**config.mk**
```make
export PLATFORM = sky130hd
export DESIGN_NAME = mem_arbiter
export DESIGN_NICKNAME = d
export VERILOG_FILES = /design/src/rtl/cpu_types_pkg.sv /design/src/rtl/mem_arbiter.sv
export SDC_FILE = /design/constraint.sdc
export NUM_CORES = 1
export LEC_CHECK = 0
export ABC_AREA = 1
export CAP_MARGIN = 15
export CORE_MARGIN = 3
export CORE_UTILIZATION = 30
export DETAILED_ROUTE_END_ITERATION = 6
export GPL_TIMING_DRIVEN = 0
export MAX_ROUTING_LAYER = met4
export PLACE_DENSITY = 0.6
export REMOVE_ABC_BUFFERS = 1
export SETUP_SLACK_MARGIN = 0.1
export SLEW_MARGIN = 20
export SYNTH_ARGS = -nofsm -noshare
export SYNTH_HDL_FRONTEND = slang
export SYNTH_SLANG_ARGS = --single-unit
```
**constraint.sdc**
```tcl
create_clock -name CLK -period 2.2 [get_ports CLK]
set_input_delay 0.55 -clock CLK [delete_from_list [all_inputs] [get_ports CLK]]
set_output_delay 0.55 -clock CLK [all_outputs]
set_load 0.005 [all_outputs]
```
**src/rtl/cpu_types_pkg.sv**
```systemverilog
// Shared CPU-wide types, plus the arbiter FSM state and operation encodings.
package cpu_types_pkg;

   localparam int WORD_W = 32;

   typedef logic [WORD_W-1:0] word_t;

   typedef enum logic [1:0] {
      IDLE = 2'd0,
      IACC = 2'd1,
      DACC = 2'd2,
      RESP = 2'd3
   } arb_state_t;

   typedef enum logic [1:0] {
      IRD = 2'd0,
      DRD = 2'd1,
      DWR = 2'd2
   } arb_op_t;

endpackage

```
**src/rtl/mem_arbiter.sv**
```systemverilog
// Shares one single-ported RAM between instruction fetch and data access.
// Requests are serialised, RAM controls held until ram_ready, hits pulse for one cycle.
module mem_arbiter
   import cpu_types_pkg::*;
#(
   parameter int CNT_W = 32
)
(
   input  logic             CLK,
   input  logic             nRST,
   input  logic             halt,
   input  logic             iREN,
   input  word_t            iaddr,
   output word_t            iload,
   output logic             ihit,
   input  logic             dREN,
   input  logic             dWEN,
   input  word_t            daddr,
   input  word_t            dstore,
   output word_t            dload,
   output logic             dhit,
   output logic             ramREN,
   output logic             ramWEN,
   output word_t            ramaddr,
   output word_t            ramstore,
   input  word_t            ramload,
   input  logic             ram_ready,
   output logic [CNT_W-1:0] icount,
   output logic [CNT_W-1:0] dcount
);

   arb_state_t       state_q, state_d;
   arb_op_t          op_q, op_d;
   logic             last_d_q, last_d_d;
   word_t            addr_q, addr_d;
   word_t            store_q, store_d;
   word_t            load_q, load_d;
   logic [CNT_W-1:0] icount_q, icount_d;
   logic [CNT_W-1:0] dcount_q, dcount_d;

   logic i_pend;
   logic d_pend;
   logic grant_d;

   assign i_pend  = iREN & ~halt;
   assign d_pend  = dREN | dWEN;
   // On contention data wins unless it was the previous grant.
   assign grant_d = d_pend & (~i_pend | ~last_d_q);

   always_ff @(posedge CLK or negedge nRST) begin
      if (!nRST) begin
         state_q  <= IDLE;
         op_q     <= IRD;
         last_d_q <= 1'b0;
         addr_q   <= '0;
         store_q  <= '0;
         load_q   <= '0;
         icount_q <= '0;
         dcount_q <= '0;
      end else begin
         state_q  <= state_d;
         op_q     <= op_d;
         last_d_q <= last_d_d;
         addr_q   <= addr_d;
         store_q  <= store_d;
         load_q   <= load_d;
         icount_q <= icount_d;
         dcount_q <= dcount_d;
      end
   end

   always_comb begin
      state_d  = state_q;
      op_d     = op_q;
      last_d_d = last_d_q;
      addr_d   = addr_q;
      store_d  = store_q;
      load_d   = load_q;
      icount_d = icount_q;
      dcount_d = dcount_q;
      case (state_q)
         IDLE: begin
            if (grant_d) begin
               state_d  = DACC;
               last_d_d = 1'b1;
               addr_d   = daddr;
               store_d  = dstore;
               op_d     = dWEN ? DWR : DRD;
            end else if (i_pend) begin
               state_d  = IACC;
               last_d_d = 1'b0;
               addr_d   = iaddr;
               store_d  = dstore;
               op_d     = IRD;
            end
         end
         IACC, DACC: begin
            if (ram_ready) begin
               state_d = RESP;
               load_d  = ramload;
               if (op_q == IRD) begin
                  icount_d = icount_q + CNT_W'(1);
               end else begin
                  dcount_d = dcount_q + CNT_W'(1);
               end
            end
         end
         RESP: begin
            // Always return to IDLE so a stale held request is never re-sampled here.
            state_d = IDLE;
         end
         default: begin
            state_d = IDLE;
         end
      endcase
   end

   always_comb begin
      ramREN   = 1'b0;
      ramWEN   = 1'b0;
      ihit     = 1'b0;
      dhit     = 1'b0;
      ramaddr  = addr_q;
      ramstore = store_q;
      iload    = load_q;
      dload    = load_q;
      icount   = icount_q;
      dcount   = dcount_q;
      case (state_q)
         IACC, DACC: begin
            ramREN = (op_q != DWR);
            ramWEN = (op_q == DWR);
         end
         RESP: begin
            ihit = (op_q == IRD);
            dhit = (op_q != IRD);
         end
         default: begin
         end
      endcase
   end

endmodule

```
# Word-level counts from Yosys, hierarchy flattened
# Cells that the tools add are included.
[totals] register_bits=165 inputBits=135 output_inout_bits=196 word_cells=52
[op_classes] addsub=2 n_eq_ne=7 n_mux=17 bitwise=8 n_reduce_logical=10
[ops] cell="two-way mux 32 bit" n=4
[ops] cell="adder 32 x 1 -> 32 bit (second input constant)" n=2
[ops] cell="two-way mux 2 bit" n=6
[ops] cell="equality test 2 bit (second input constant)" n=3
[ops] cell="two-way mux 1 bit" n=6
[ops] cell="case mux 2 bit (3 select lines)" n=1
[ops] cell="AND reduction 2 bit" n=3
[ops] cell="AND reduction 3 bit" n=2
[ops] cell="logical NOT 2 bit" n=2
[ops] cell="inequality test 2 bit (second input constant)" n=2
[ops] cell="inverter 1 bit" n=4
[ops] cell="nonzero test 2 bit" n=2
[ops] cell="inequality test 3 bit (second input constant)" n=1
[ops] cell="AND 1 bit" n=2
[ops] cell="equality test 2 x 1 -> 1 bit (second input constant)" n=1
[ops] cell="bitwise OR 1 bit" n=2
[ops] cell="OR reduction 2 bit" n=1

# Logic depth before layout (Yosys ltp)
[logic_depth] depth_word=7 depth_mapped=12 ltp_nobuf=12

# Worst setup path before layout
# Ideal clock, no wire load.
[synth_timing] path_type="register to register" from="register state_q[0]" to="register dcount_q[22] (netlist: dcount[22])" setup_time_ps=117 arrival_ps=1555 required_time_ps=2083 setup_slack_ps=528 path_stages_with_launch=12 synth_period_minus_slack_ps=1672 path_cell_list="dfrtp_1 -> inv_1 -> ha_1 -> nand2_4 -> nor2_8 -> inv_4 -> nor2_4 -> nand2_2 -> nor2_4 -> nand2_1 -> nand2_1 -> nand2_1"
[synth_via] elab_chain_len=3 elab_cells_between_ends=4 classes_between="eq/ne: 2; reduce/logical: 2"
[synth_rtl] element="start: declaration" line="mem_arbiter.sv:32" source="arb_state_t state_q, state_d;"
[synth_rtl] element="start signal: assignment" line="mem_arbiter.sv:61" source="state_q <= state_d;"
[synth_rtl] element="equality test 2 x 1 -> 1 bit / equality test 2 bit (equally long branches)" line="mem_arbiter.sv:81" source="case (state_q)"
[synth_rtl] element="OR reduction 2 bit *" line="mem_arbiter.sv:81"
[synth_rtl] element="AND reduction 3 bit (no line) *"
[synth_rtl] element="end signal: assignment" line="mem_arbiter.sv:68" source="dcount_q <= dcount_d;"
[synth_rtl] element="end: declaration" line="mem_arbiter.sv:39" source="logic [CNT_W-1:0] dcount_q, dcount_d;"
# Mark *: on every way between the ends. The rest lies on a longest branch, timed or not.
# A chain may end at the register's enable or synchronous reset.

# Final worst setup path
[layout_timing] from="register state_q[1]" to="output port ramWEN"
[layout_via] elab_chain_len=3 elab_cells_between_ends=4 classes_between="eq/ne: 2; mux: 1; reduce/logical: 1"
[layout_rtl] element="equality test 2 x 1 -> 1 bit / equality test 2 bit (equally long branches)" line="mem_arbiter.sv:129" source="case (state_q)"
[layout_rtl] element="OR reduction 2 bit *" line="mem_arbiter.sv:129"
[layout_rtl] element="two-way mux 1 bit *" line="mem_arbiter.sv:129"
[layout_rtl] element="end: declaration" line="mem_arbiter.sv:23" source="output logic ramWEN,"
# Marks and branches as above.

==> impl_metrics.tcl <==
set metrics [dict create \
    maxSlewHeadroom_pct 58.1 \
    post_synthesis_sequential_element_count 165 \
    wirelength_um 26100 \
    placeableCoreArea_mm2 0.0261 \
    drt_first_pass_iters 5 \
    die-width_um 169 \
    max_stage_delay_ps 380 \
    final_layout_size_suffix_gt1_share_pct 6.25 \
    drv.max_cap_violation_count 0 \
    initial_utilization_pct 30.7 \
    route.detailed.vias_per_inst 4.51 \
    grt_max_degree 91 \
    insertion_delay_ps 430 \
    max_freq_mhz 485 \
    worst_ir_drop_vdd_uv 582 \
    placedCellCount 1602 \
    final-hold-violation-count 0 \
    cts_bufs_inserted 17 \
    timing_worst_slew_pin_value_ps 628 \
    drc 0 \
    synth.yosys.seq_area_share_pct 51.5 \
    timing.critical_path.from_type "register" \
    p_int_uw 9280 \
    cts-root-to-sink-buffers 2 \
    synth_cells 995 \
    design.final.nets 1439 \
    timing.final.max_slew_violations 0 \
    critical_path_buf_inv_count 3 \
    static-leakage-power_uw 0.00559 \
    clockRootBuffer "clkbuf_16" \
    wire_per_inst_um 15.9 \
    tritoncts_clock_tree "built" \
    placement_row_count 59 \
    flow.area_growth_from_synthesis_pct 52.8 \
    powerDensity_mw_per_mm2 1160 \
    timing.critical_path.max_delay_family "flip-flops" \
    placed_area_mm2 0.0114 \
    crit_path_start "state_q[1]" \
    pin_count 331 \
    crit_path_end_kind "output port" \
    cpMaxStageDelayCell "dfrtp_1" \
    period_minus_slack_ps 2060 \
    num-fill-cells 2583 \
    worst-path-max-fanout 5 \
    final_cell_count_no_fill 1648 \
    rsz_0062_raised_after_global_routing "true" \
    synthDistinctLibCells 34 \
    power_frac_clock_pct 23.0 \
    setup_viol 0 \
    clock_sink_count 165 \
    timing.final.crit_share_pct 93.7 \
    setup-tns-final_ps 0 \
    grt_use_total_pct 18.3 \
    ant_nets 0 \
    grt_first_pass_wirelength_um 40300 \
    total_switching_power_uw 4970 \
    ys.warnings.count 0 \
    critPathArrivalTime_ps 1510 \
    route.vias.total 7426 \
    path_class "reg2out" \
    dp.final_hpwl_um 17800 \
    whs_ps 66.9 \
    cts_clock_pin_slew_for_the_worst_setup_and_hold_paths_ps 70 \
    total_power_uw 14300 \
    stdcell_area_mm2 0.0123 \
    netlist_area_mm2 0.00802 \
    cpMostUsedCell "inv_2" \
    fin_skew_ps 15.4 \
    die_h_um 169 \
    die_area_mm2 0.0287 \
    sequentialPowerShare_pct 33.6 \
    drt_iter0_markers 422 \
    swShare_pct 34.9 \
    grt_pass1_vias 7343 \
    finalWeightedCongestion 0.804 \
    timing.rr.start "state_q[1]" \
    ctsHtreeMaxLevel 4 \
    antenna_found_initial 1 \
    worstPathRequired_ps 1650 \
    overflow 0 \
    share_comb_of_total_power_pct 43.4 \
    min-delay-path-class "in2async" \
    status "complete, no violations" \
    port_buffers 330 \
    crit_path_cell_trace "inv_2, ha_4, inv_2, nor3_2, buf_2" \
    syn_avg_cell_area_um2 8.06 \
]
==> logic make-up after synthesis <==
group                    synth area share [%]
AO/OA/AOI/OAI                            4.57
buffers and inverters                    8.49
AND/OR/NAND/NOR                          30.3
XOR/XNOR                                 4.37
flip-flops                               51.5
adder cells (fa/ha/maj)                 0.780
==> power by group through the flow <==
stage	sequential (µW)	combinational, µW	clock (µW)
after detailed placement	4800	5760	0
final	4790	6180	3280
after global placement	4800	5710	0
after CTS	4790	6190	3380
after global routing	4930	6810	3520
after floorplan	4850	2010	0
==> per-stage QoR <==
step	utilization, %	worst slack, ps
6_report	46.9	138
5_1_grt	46.9	57.2
4_1_cts	46.7	80.8
3_5_place_dp	43.5	-1420
3_3_place_gp	43.4	-6670
2_1_floorplan	-	-555
==> per-layer routing <==
layer	share of wire (%)	track usage, %	routed length (µm)
met1	46	23.8	11900
met2	47	29.3	12400
met3	5.0	3.63	1310
met4	2.0	5.23	523
met5	0	-	0
==> area by class of cell <==
| type | count | area (µm²) | share of cell area, % |
|---|---|---|---|
| Antenna cell | 1 | 2.50 | 0.0204 |
| Clock buffer | 20 | 447 | 3.65 |
| Clock inverter | 12 | 191 | 1.56 |
| Inverter | 74 | 328 | 2.68 |
| Multi-Input combinational cell | 701 | 3330 | 27.2 |
| Sequential cell | 165 | 4130 | 33.7 |
| Tap cell | 335 | 419 | 3.42 |
| Timing Repair Buffer | 338 | 3390 | 27.7 |
| Timing Repair inverter | 2 | 17.5 | 0.143 |
==> Yosys cell counts <==
library cell / n / share of area (%)
nor2_8: 1 / 0.25
nor2_2: 8 / 0.62
nand3_1: 44 / 2.7
clkbuf_1: 9 / 0.42
inv_4: 1 / 0.078
nor3_4: 1 / 0.20
buf_6: 5 / 0.70
nor2_1: 101 / 4.7
nor2_4: 4 / 0.56
ha_1: 5 / 0.78
or2_1: 1 / 0.078
and2_1: 3 / 0.23
nor3_1: 8 / 0.50
nand2_1: 379 / 18
xor2_1: 21 / 2.3
dfrtp_1: 165 / 51
buf_2: 5 / 0.31
clkinv_1: 1 / 0.047
o21ai_1: 1 / 0.062
nor4_1: 1 / 0.078
nand2_4: 2 / 0.28
a21oi_1: 66 / 4.1
buf_4: 36 / 3.4
nand3b_1: 5 / 0.47
inv_2: 2 / 0.094
buf_1: 4 / 0.19
nand2_2: 4 / 0.31
nand4_1: 15 / 1.2
inv_1: 70 / 3.3
xnor2_1: 19 / 2.1
o22ai_1: 1 / 0.078
o21ai_0: 5 / 0.31
nand3_4: 1 / 0.22
nor3b_1: 1 / 0.094
==> repair_timing <==
item                                   in CTS  in global routing
endpoints found under the hold margin       0                  0
gates resized for setup                    35                  4
gates cloned                                4                  2
setup endpoints to repair                 118                 43
hold buffers                                0                  0
pin swaps                                   5                  2
buffers inserted                            6                  1
==> registers in the layout, summed over array words and instances (netlist names) <==
signal / cells
ramaddr: 32
dcount: 32
op_q: 2
icount: 32
dload: 32
last_d_q: 1
state_q: 2
ramstore: 32
==> placed cells by master (no fill, tap or decap), drive strengths merged <==
cell type	instances
a21oi	66
and2	3
buf	11
bufinv	4
clkbuf	20
clkdlybuf4s50	324
clkinv	3
clkinvlp	3
dfrtp	165
diode	1
dlygate4sd2	2
dlymetal6s2s	1
ha	5
inv	78
nand2	389
nand3	45
nand3b	5
nand4	15
nor2	114
nor3	9
nor3b	1
nor4	1
o21ai	6
o22ai	1
or2	1
xnor2	19
xor2	21
==> worst paths after layout <==
check | cells past startpoint | slack, ps | endpoint
setup / recovery | 5 | 140 | ramWEN
hold / removal | 1 | 70 | icount[20]
setup reg to reg | 10 | 270 | icount[29]
hold reg to reg | 2 | 480 | ramstore[1]
max in group asynchronous | 2 | 1250 | ramstore[27]
min in group CLK | 2 | 480 | ramstore[1]
(Power assumes the default switching activity.)
